### src/rtl/cordic_batch_sched.sv
// Streams a batch of NPTS points through a pipelined CORDIC core and writes results back by index.
// Optional ANGLE_QUAD_FOLD_EN: fold |theta| > pi/2 into range and negate the results.
//
// state   | meaning
// --------+-----------------------------------------------------------
// S_IDLE  | waiting for start; core out of reset
// S_CLR   | two cycles holding the core in reset to flush stale data
// S_ISSUE | one point per cycle read from the store and sent to the core
// S_DRAIN | waiting LAT cycles for the last result to emerge
// S_DONE  | one-cycle done pulse
module cordic_batch_sched #(
    parameter int NPTS = 18,
    parameter int LAT  = 6,
    parameter int IW   = 12,
    parameter int AW   = 13,
    parameter int OW   = 10
) (
    input  logic          CLOCK_50,
    input  logic          resetn,
    input  logic          start,
    input  logic [AW-1:0] theta,
    output logic          busy,
    output logic          done,
    output logic [4:0]    pt_addr,
    input  logic [IW-1:0] pt_x,
    input  logic [IW-1:0] pt_y,
    output logic          cordic_areset,
    output logic [AW-1:0] cordic_a,
    output logic [IW-1:0] cordic_x,
    output logic [IW-1:0] cordic_y,
    input  logic [OW-1:0] cordic_xo,
    input  logic [OW-1:0] cordic_yo,
    output logic          res_we,
    output logic [4:0]    res_addr,
    output logic [OW-1:0] res_x,
    output logic [OW-1:0] res_y
);

    localparam int TW = $clog2(LAT + 2);

    typedef enum logic [2:0] {S_IDLE, S_CLR, S_ISSUE, S_DRAIN, S_DONE} state_t;

    state_t state, state_nxt;
    logic [TW-1:0] tmr;
    logic [AW-1:0] a_reg;
    logic [AW-1:0] a_next;
    logic          last_pt;
    logic          accept;
    logic          iss_v;
    logic [4:0]    iss_idx;
    logic [LAT-1:0]      tag_v;
    logic [LAT-1:0][4:0] tag_idx;
    logic          areset_fsm;

    assign accept  = (state == S_IDLE) && start;
    assign last_pt = (pt_addr == 5'(NPTS - 1));

`ifdef ANGLE_QUAD_FOLD_EN
    localparam logic signed [AW-1:0] HALF_PI = AW'(12'h648);
    localparam logic signed [AW-1:0] PI      = AW'(12'hC91);

    logic fold_req;
    logic fold_q;

    function automatic logic [OW-1:0] neg_sat(input logic [OW-1:0] v);
        if (v == {1'b1, {(OW-1){1'b0}}})
            return {1'b0, {(OW-1){1'b1}}};
        return ~v + 1'b1;
    endfunction

    always_comb begin
        fold_req = ($signed(theta) > HALF_PI) || ($signed(theta) < -HALF_PI);
        a_next   = theta;
        if (fold_req)
            a_next = theta[AW-1] ? (theta + PI) : (theta - PI);
    end

    always_ff @(posedge CLOCK_50 or negedge resetn) begin
        if (!resetn)
            fold_q <= 1'b0;
        else if (accept)
            fold_q <= fold_req;
    end
`else
    assign a_next = theta;
`endif

    always_ff @(posedge CLOCK_50 or negedge resetn) begin
        if (!resetn)
            state <= S_IDLE;
        else
            state <= state_nxt;
    end

    always_comb begin
        state_nxt = state;
        case (state)
            S_IDLE:  if (start) state_nxt = S_CLR;
            S_CLR:   if (tmr == '0) state_nxt = S_ISSUE;
            S_ISSUE: if (last_pt) state_nxt = S_DRAIN;
            S_DRAIN: if (tmr == '0) state_nxt = S_DONE;
            S_DONE:  state_nxt = S_IDLE;
            default: state_nxt = S_IDLE;
        endcase
    end

    always_comb begin
        busy       = (state != S_IDLE);
        done       = (state == S_DONE);
        areset_fsm = (state == S_CLR);
    end

    // Core stays in reset while the block itself is held in reset.
    assign cordic_areset = areset_fsm | ~resetn;

    // Shared down-counter: CLR length on start, drain length after the last issue.
    always_ff @(posedge CLOCK_50 or negedge resetn) begin
        if (!resetn) begin
            tmr     <= '0;
            pt_addr <= '0;
            a_reg   <= '0;
        end else begin
            if (accept)
                tmr <= TW'(1);
            else if (state == S_ISSUE && last_pt)
                tmr <= TW'(LAT);
            else if (tmr != '0)
                tmr <= tmr - 1'b1;

            if (accept)
                pt_addr <= '0;
            else if (state == S_ISSUE && !last_pt)
                pt_addr <= pt_addr + 5'd1;

            if (accept)
                a_reg <= a_next;
        end
    end

    always_ff @(posedge CLOCK_50 or negedge resetn) begin
        if (!resetn) begin
            iss_v   <= 1'b0;
            iss_idx <= '0;
            tag_v   <= '0;
            tag_idx <= '0;
        end else begin
            iss_v      <= (state == S_ISSUE);
            iss_idx    <= pt_addr;
            tag_v[0]   <= iss_v;
            tag_idx[0] <= iss_idx;
            for (int i = 1; i < LAT; i++) begin
                tag_v[i]   <= tag_v[i-1];
                tag_idx[i] <= tag_idx[i-1];
            end
        end
    end

    // Store data arrives one cycle after the address, aligned with iss_v.
    assign cordic_a = a_reg;
    assign cordic_x = iss_v ? pt_x : '0;
    assign cordic_y = iss_v ? pt_y : '0;

    always_comb begin
        res_we   = tag_v[LAT-1];
        res_addr = res_we ? tag_idx[LAT-1] : '0;
        res_x    = res_we ? cordic_xo : '0;
        res_y    = res_we ? cordic_yo : '0;
`ifdef ANGLE_QUAD_FOLD_EN
        if (res_we && fold_q) begin
            res_x = neg_sat(cordic_xo);
            res_y = neg_sat(cordic_yo);
        end
`endif
    end

endmodule

### config.mk
export PLATFORM = sky130hd
export DESIGN_NAME = cordic_batch_sched
export DESIGN_NICKNAME = d
export VERILOG_FILES = /design/src/rtl/cordic_batch_sched.sv
export SDC_FILE = /design/constraint.sdc
export NUM_CORES = 1
export LEC_CHECK = 0
export CORE_ASPECT_RATIO = 0.6
export CORE_UTILIZATION = 39
export CTS_CLUSTER_SIZE = 24
export DETAILED_ROUTE_END_ITERATION = 8
export PLACE_DENSITY = 0.82
export REMOVE_ABC_BUFFERS = 1
export SYNTH_ARGS = -nofsm -noshare
export SYNTH_HDL_FRONTEND = slang
export SYNTH_SLANG_ARGS = --single-unit
### constraint.sdc
create_clock -name CLOCK_50 -period 2.22 [get_ports CLOCK_50]
set_clock_uncertainty 0.1 [all_clocks]
set_input_delay 0.444 -clock CLOCK_50 [delete_from_list [all_inputs] [get_ports CLOCK_50]]
set_output_delay 0.444 -clock CLOCK_50 [all_outputs]
set_load 0.02 [all_outputs]
# ---- After elaboration in Yosys (flattened, before gate mapping)
# Index checks and enable logic that the tools add are counted.
dict set report totals {
  ff_bits 66
  input_bits 60
  output_inout_bits 71
  elab_cells 52
}
dict set report classes {
  addsub 2
  n_eq_ne 9
  mux 15
  bitwise 2
  n_reduce_logical 11
}
# op count
set ops {}
lappend ops {{12-bit two-way mux} 2}
lappend ops {{3-bit two-way mux} 7}
lappend ops {{10-bit two-way mux} 2}
lappend ops {{5-bit two-way mux} 3}
lappend ops {{3-bit one-hot mux with 4 select lines} 1}
lappend ops {{3-bit nonzero test} 3}
lappend ops {{3-bit by 2-bit equality test with 1-bit output (second input constant)} 2}
lappend ops {{3-bit logical NOT} 2}
lappend ops {{2-bit inequality test (second input constant)} 3}
lappend ops {{5-bit by 1-bit adder with 5-bit output (second input constant)} 1}
lappend ops {{5-bit equality test (second input constant)} 1}
lappend ops {{4-bit AND reduction} 1}
lappend ops {{3-bit by 1-bit equality test with 1-bit output (second input constant)} 1}
lappend ops {{3-bit equality test (second input constant)} 1}
lappend ops {{1-bit logical AND} 3}
lappend ops {{3-bit by 1-bit subtractor with 3-bit output (second input constant)} 1}
lappend ops {{2-bit by 1-bit inequality test with 1-bit output (second input constant)} 1}
lappend ops {{2-bit nonzero test} 1}
lappend ops {{1-bit logical NOT} 1}
lappend ops {{1-bit NOT} 1}
lappend ops {{1-bit OR} 1}

# ---- Longest topological paths before layout
# Gate-level depths: netlist of the first run.
dict set report depth {
  depth_word 5
  ltp_mapped 6
  mapped_depth_nobuf 5
}

# ---- Worst setup path before layout of the first run
# Ideal clock, no wire load.
dict set report synth_timing {
  kind {reg-to-reg}
  startpoint {register pt_addr[0]}
  endpoint {register tmr[0]}
  setup_time_ns 0.118
  arrival_time_ns 1.416
  required_time_ns 2.002
  path_slack_ns 0.586
  stages_incl_launch_ff 5
  n_path_buf 0
  synth_period_minus_slack_ns 1.634
  cell_sequence {dfrtp_1 ha_1 nor4bb_1 nand2_1 a21o_1}
}
dict set report synth_between {
  elab_chain_cells 4
  elab_cells_between_ends 5
  cone_classes {eq/ne (1); mux (2); reduce/logical (2)}
}
# element line_no
set synth_rtl {}
lappend synth_rtl {{from (decl)} 24} ;# output logic [4:0] pt_addr,
lappend synth_rtl {{from (signal assigned)} 133} ;# pt_addr <= pt_addr + 5'd1;
lappend synth_rtl {{5-bit equality test (*)} 56} ;# assign last_pt = (pt_addr == 5'(NPTS - 1));
lappend synth_rtl {{1-bit logical AND (*)} 125} ;# else if (state == S_ISSUE && last_pt)
lappend synth_rtl {{3-bit two-way mux} 125}
lappend synth_rtl {{3-bit two-way mux} 123} ;# if (accept)
lappend synth_rtl {{to (signal assigned)} 126} ;# tmr <= TW'(LAT);
lappend synth_rtl {{to (signal assigned)} 128} ;# tmr <= tmr - 1'b1;
lappend synth_rtl {{to (decl)} 44} ;# logic [TW-1:0] tmr;
# Every way passes the cells marked *; elsewhere a longest branch is shown, timed or not.
# A chain may end at the register's enable or synchronous reset.

# ---- Worst setup path after layout of the first run
dict set report layout_timing {
  startpoint {register state[2]}
  endpoint {output cordic_areset}
}
dict set report layout_between {
  elab_chain_cells 2
}
# element line_no
set layout_rtl {}
lappend layout_rtl {{from (decl)} 43} ;# state_t state, state_nxt;
lappend layout_rtl {{from (signal assigned)} 92} ;# state <= state_nxt;
lappend layout_rtl {{3-bit by 1-bit equality test with 1-bit output} 110} ;# areset_fsm = (state == S_CLR);
lappend layout_rtl {{1-bit OR} 114} ;# assign cordic_areset = areset_fsm | ~resetn;
lappend layout_rtl {{to (decl)} 27} ;# output logic cordic_areset,
# No other way between the ends.

==> results of run 1 <==
per-layer routing:
layer / vias to the layer above / global-route usage [%] / part of all wire, %
met2: 64 / 28.9 / 49
met3: 2 / 7.55 / 6.3
met4: 0 / 4.75 / 0.46
met1: 931 / 22.2 / 44
met5: - / 0 / 0
li1: 939 / - / -
worst paths after layout:
check	depth (start not counted)	endpoint	slack [ps]
hold / removal	2	state[1]	190
setup reg to reg	5	tmr[0]	340
max in group asynchronous	2	tag_idx[11]	1290
min in group CLOCK_50	0	tag_v[5]	240
hold reg to reg	0	tag_v[5]	240
setup / recovery	3	cordic_areset	160
worst reg2reg max path, cell delays in order, from the launching register on:
cell,delay [ps]
dfrtp_1,450
inv_1,90
ha_1,130
nor4bb_1,540
nand2_1,260
a21o_1,210
layout by cell type (no fill, tap or decap), drive strengths merged, types with 3 or more instances in the layout:
cell,n
and2,49
clkinv,4
dlygate4sd2,10
dlymetal6s2s,42
nand2,45
nor2,3
dfrtp,66
mux2i,4
clkdlybuf4s50,77
inv,4
ha,4
buf,7
clkbuf,11
o21ai,3
kinds of logic (layout without fill, tap and decap cells):
family                   count (synthesis)  in the layout  share of synthesized area, %
AND/OR/NAND/NOR                        113            113                          25.1
buffers and inverters                   12            156                          2.22
AO/OA/AOI/OAI                            8              8                          1.86
multiplexers                             4              4                          1.61
adder cells (fa/ha/maj)                  4              4                          2.01
XOR/XNOR                                 2              2                         0.705
flip-flops                              66             66                          66.5
state kept, by name, indices dropped and copies added (netlist names):
name	cells
cordic_a	13
iss_idx	5
iss_v	1
pt_addr	5
state	3
tag_idx	30
tag_v	6
tmr	3
stage by stage:
stage	hold slack [ps]	utilization [%]	cell area, um2	cells	total power [mW]
floorplan	48.4	-	2440	201	2.88
finish	194	68.0	4170	437	4.79
global route	249	68.0	4170	437	5.08
detailed placement	235	63.4	3890	421	4.00
global placement	231	63.4	3890	421	3.92
CTS	228	66.3	4070	437	4.89
power breakdown:
| group | switching [mW] | total (mW) | internal, mW |
|---|---|---|---|
| clock network | 0.440 | 0.909 | 0.469 |
| registers | 0.220 | 1.82 | 1.60 |
| logic | 1.07 | 2.06 | 0.993 |
area by class of cell:
cell class,count,area (um2)
Clock buffer,11,151
Timing Repair Buffer,136,1430
Tap cell,84,105
Sequential cell,66,1650
Fill cell,458,1960
Clock inverter,5,38.8
Multi-Input combinational cell,131,778
Inverter,4,15.0
what timing repair did:
action                                 in CTS  in global routing
setup endpoints to repair                  10                 42
endpoints found under the hold margin       0                  0
resized for setup                          10                 42
==> results.json, run 1 <==
{
  "avgSynthCellArea_um2": 11.9,
  "grt.overflow.total": 0,
  "synthTopCellsByArea": "dfrtp_1 (66%), and2_1 (12%), nand2_1 (6.8%)",
  "clk_pin_slew_ps": 70,
  "start_util_pct": 40.5,
  "synth-edff-count": 0,
  "synthesis.instances": 209,
  "post-route-min-period_ps": 2060,
  "antenna_cells": 0,
  "htreeDepth": 3,
  "path_buf_inv": 1,
  "ys.flop_type": "dfrtp_1",
  "outcome": "finished, final reports clean",
  "grt_usage_pct": 17.9,
  "synth.most_common_cell": "dfrtp_1",
  "drive_gt1_share_pct": 7.37,
  "rows": 22,
  "worstPathArrival_ps": 1520,
  "criticalPathCategory": "flop to output port",
  "cp-start-kind": "flop",
  "crit_chain": "nand2b_1, o21ai_0, dlygate4sd2_1",
  "seq_area_frac_synth_pct": 66.5,
  "slowest_stage": "dfrtp_1",
  "grt_max_degree": 67,
  "syn_to_final_growth_pct": 68.0,
  "p_per_area_mw_per_mm2": 1150,
  "yosysTopAreaCell": "dfrtp_1",
  "cp_top_family": "flip-flops",
  "insertion_delay_ps": 330,
  "die_w_um": 105,
  "syn-cell-area_mm2": 0.00248,
  "drt_iter0_drc": 127,
  "fmax_mhz": 485,
  "ant_nets": 0,
  "tightest_slew_ps": 801,
  "clock-sinks": 66,
  "numCtsBuffers": 9,
  "hpwl_um": 4350,
  "crit_fanout": 8,
  "gp_congestion": 0.834,
  "wl_um": 5840,
  "grt_pass1_wl_um": 9060,
  "setup_tns_ps": 0,
  "wl_per_cell_um": 13.4,
  "ys_warn_count": 0,
  "cts_tree": "done",
  "drv_cap": 0,
  "dp_worst_setup_slack_ps": 14.0,
  "slowest_delay_ps": 470,
  "setup_viol": 0,
  "rsz0062_at_grt": "false",
  "cts.path.max_buffers": 2,
  "first_global_vias": 1834,
  "p_leak_nw": 2.63,
  "crit_path_end_kind": "output port",
  "async_reset_ff_share_pct": 100,
  "port_buffers": 130,
  "finalWorstSetupSlack_ps": 160,
  "min_path_type": "input pin to async pin",
  "crit-reg2reg-launch": "pt_addr[1]",
  "synth_seq_cells": 66,
  "antenna_found_initial": 0,
  "hold_violations": 0,
  "crit_start": "state[2]",
  "slew_headroom_pct": 46.6,
  "synth_common_cells": "dfrtp_1 (66), and2_1 (49), nand2_1 (45)",
  "min_period_over_period_pct": 92.8,
  "die_h_um": 63.8,
  "synth_top_area_share_pct": 66.5,
  "drc_errors": 0,
  "cp.required_ps": 1680,
  "final_nets": 412,
  "num_vias": 1936,
  "core_area_mm2": 0.00614,
  "synth_cell_types": 32,
  "dr.pass1.iters": 5,
  "postCtsSetupRepairBufs": 0,
  "die_area_mm2": 0.00671,
  "avgViaCountPerCell": 4.43,
  "drv_slew": 0,
  "clockRootBuffer": "clkbuf_8",
  "vdd_drop_max_mv": 0.852,
  "ctsHoldBuffers": 0,
  "ioPinCount": 131
}
(Power assumes the default switching activity.)
==> inputs of run 2 (changes only) <==
Settings changed: CORE_UTILIZATION 39 to 57, CTS_CLUSTER_DIAMETER set to 80, DONT_BUFFER_PORTS set to 1, PLACE_DENSITY 0.82 to 0.74.
==> run 2 against run 1 <==
  * Critical path type unchanged
  * Final area fell by 33%
  * Global-route usage rose by 3.6 points
  * Worst hold slack got worse by 85 ps
  * Critical endpoint is now res_y[6]
  * Combinational power fell by 46%
  * Sequential power rose by 13%
==> results.json, run 2 (same netlist as run 1, synthesis figures left out) <==
{
  "outcome": "finished, final reports clean",
  "wl_per_cell_um": 17.0,
  "crit_fanout": 26,
  "syn_to_final_growth_pct": 11.9,
  "drc_errors": 0,
  "slowest_stage": "dfrtp_1",
  "drt_iter0_drc": 143,
  "avgViaCountPerCell": 5.39,
  "clockRootBuffer": "clkbuf_8",
  "worstPathArrival_ps": 1440,
  "rrSetupSlack_ps": 340,
  "cts.path.max_buffers": 2,
  "ioPinCount": 131,
  "die_h_um": 53.1,
  "tightest_slew_ps": 651,
  "p_per_area_mw_per_mm2": 1490,
  "post-route-min-period_ps": 1980,
  "grt_max_degree": 67,
  "final_nets": 282,
  "cts.repair.resized": 0,
  "drive_gt1_share_pct": 10.3,
  "crit_path_end_kind": "output port",
  "antenna_cells": 0,
  "fmax_mhz": 505,
  "cp.required_ps": 1680,
  "crit-reg2reg-launch": "state[1]",
  "ant_nets": 0,
  "min_from": "theta[12]",
  "min_to": "cordic_a[12]",
  "first_global_vias": 1323,
  "holdPathStages": 2,
  "hold_violations": 0,
  "hpwl_um": 3460,
  "path_buf_inv": 0,
  "vdd_drop_max_mv": 0.745,
  "rsz0062_at_grt": "false",
  "nFillCells": 328,
  "drv_cap": 0,
  "drv_slew": 0,
  "grt_pass1_wl_um": 6730,
  "largest_register_ffs": 30,
  "core_area_mm2": 0.00414,
  "insertion_delay_ps": 330,
  "htreeDepth": 3,
  "grt.overflow.total": 0,
  "numCtsBuffers": 9,
  "criticalPathCategory": "flop to output port",
  "clk_pin_slew_ps": 70,
  "grt_usage_pct": 21.5,
  "cp_top_family": "flip-flops",
  "wl_um": 4820,
  "cp-start-kind": "flop",
  "timing.rr.end": "pt_addr[4]",
  "slew_headroom_pct": 56.6,
  "slowest_delay_ps": 740,
  "hold_ws_ps": 109,
  "reg2reg_depth": 3,
  "clock-sinks": 66,
  "min_period_over_period_pct": 89.2,
  "gp_congestion": 0.756,
  "min_path_type": "input pin to flop",
  "layout_common_cells": "dfrtp_1 (66), and2_1 (49), nand2_1 (45)",
  "rows": 18,
  "dr.pass1.iters": 4,
  "p_total_mw": 4.14,
  "start_util_pct": 60.0,
  "port_buffers": 0,
  "setup_tns_ps": 0,
  "mostFrequentLayoutCell": "dfrtp_1",
  "antenna_found_initial": 0,
  "setup_viol": 0,
  "top_register": "tag_idx",
  "die_area_mm2": 0.00464,
  "num_vias": 1524,
  "cts_tree": "done",
  "crit_chain": "and2_1",
  "p_leak_nw": 1.41,
  "die_w_um": 87.2
}
-- run 2: changes by cell type in the layout (fill, tap and decap cells not counted), moves of 2 or more --
cell,delta
clkinv_4,-3
buf_4,-2
clkdlybuf4s50_1,-77
dlymetal6s2s_1,-42
dlygate4sd2_1,-10
inv_6,+2
clkbuf_8,-2
-- run 2: cell type report --
cell class / count / area [um2] / area share (%)
clock buffers: 10 / 128 / 4.59
clock inverters: 6 / 65.1 / 2.34
inverters: 4 / 15.0 / 0.540
multi-input cells: 131 / 778 / 28.0
flip-flops and latches: 66 / 1650 / 59.4
well taps: 60 / 75.1 / 2.70
repair buffers: 6 / 67.6 / 2.43
-- run 2: stage by stage --
step / setup slack (ps) / area [um2] / instances / utilization, %
floorplan: 586 / 2440 / 201 / -
global placement: 448 / 2550 / 265 / 61.5
detailed placement: 372 / 2550 / 265 / 61.5
CTS: 198 / 2780 / 283 / 67.1
global route: 97.1 / 2780 / 283 / 67.1
finish: 239 / 2780 / 283 / 67.1
-- run 2: worst max path at each step --
stage,startpoint,endpoint,slack [ps],cells past startpoint
2_1_floorplan,pt_addr[0],tmr[0],590,4
3_5_place_dp,state[1],pt_addr[4],370,3
3_3_place_gp,state[1],pt_addr[2],450,3
4_1_cts,tag_v[5],res_y[5],200,1
5_1_grt,tag_v[5],res_x[2],100,1
6_report,tag_v[5],res_y[6],240,1
-- run 2: layer usage --
| metal | track usage [%] | part of all wire [%] |
|---|---|---|
| met1 | 30.7 | 43 |
| met2 | 27.1 | 44 |
| met3 | 11.2 | 12 |
| met4 | 8.20 | 1.2 |
| met5 | 0 | 0 |
-- run 2: repair_timing --
item                                    4_1_cts  5_1_grt
hold buffers                                  2        0
setup buffers                                 0        0
endpoints found under the hold margin        66        0
endpoints found under the setup margin        0        0
-- run 2: where the power goes --
part           internal (mW)  switching (mW)  leakage, nW
logic                  0.367           0.744        0.444
registers               1.59           0.461        0.866
clock network          0.522           0.447       0.0971
total                   2.48            1.65         1.41
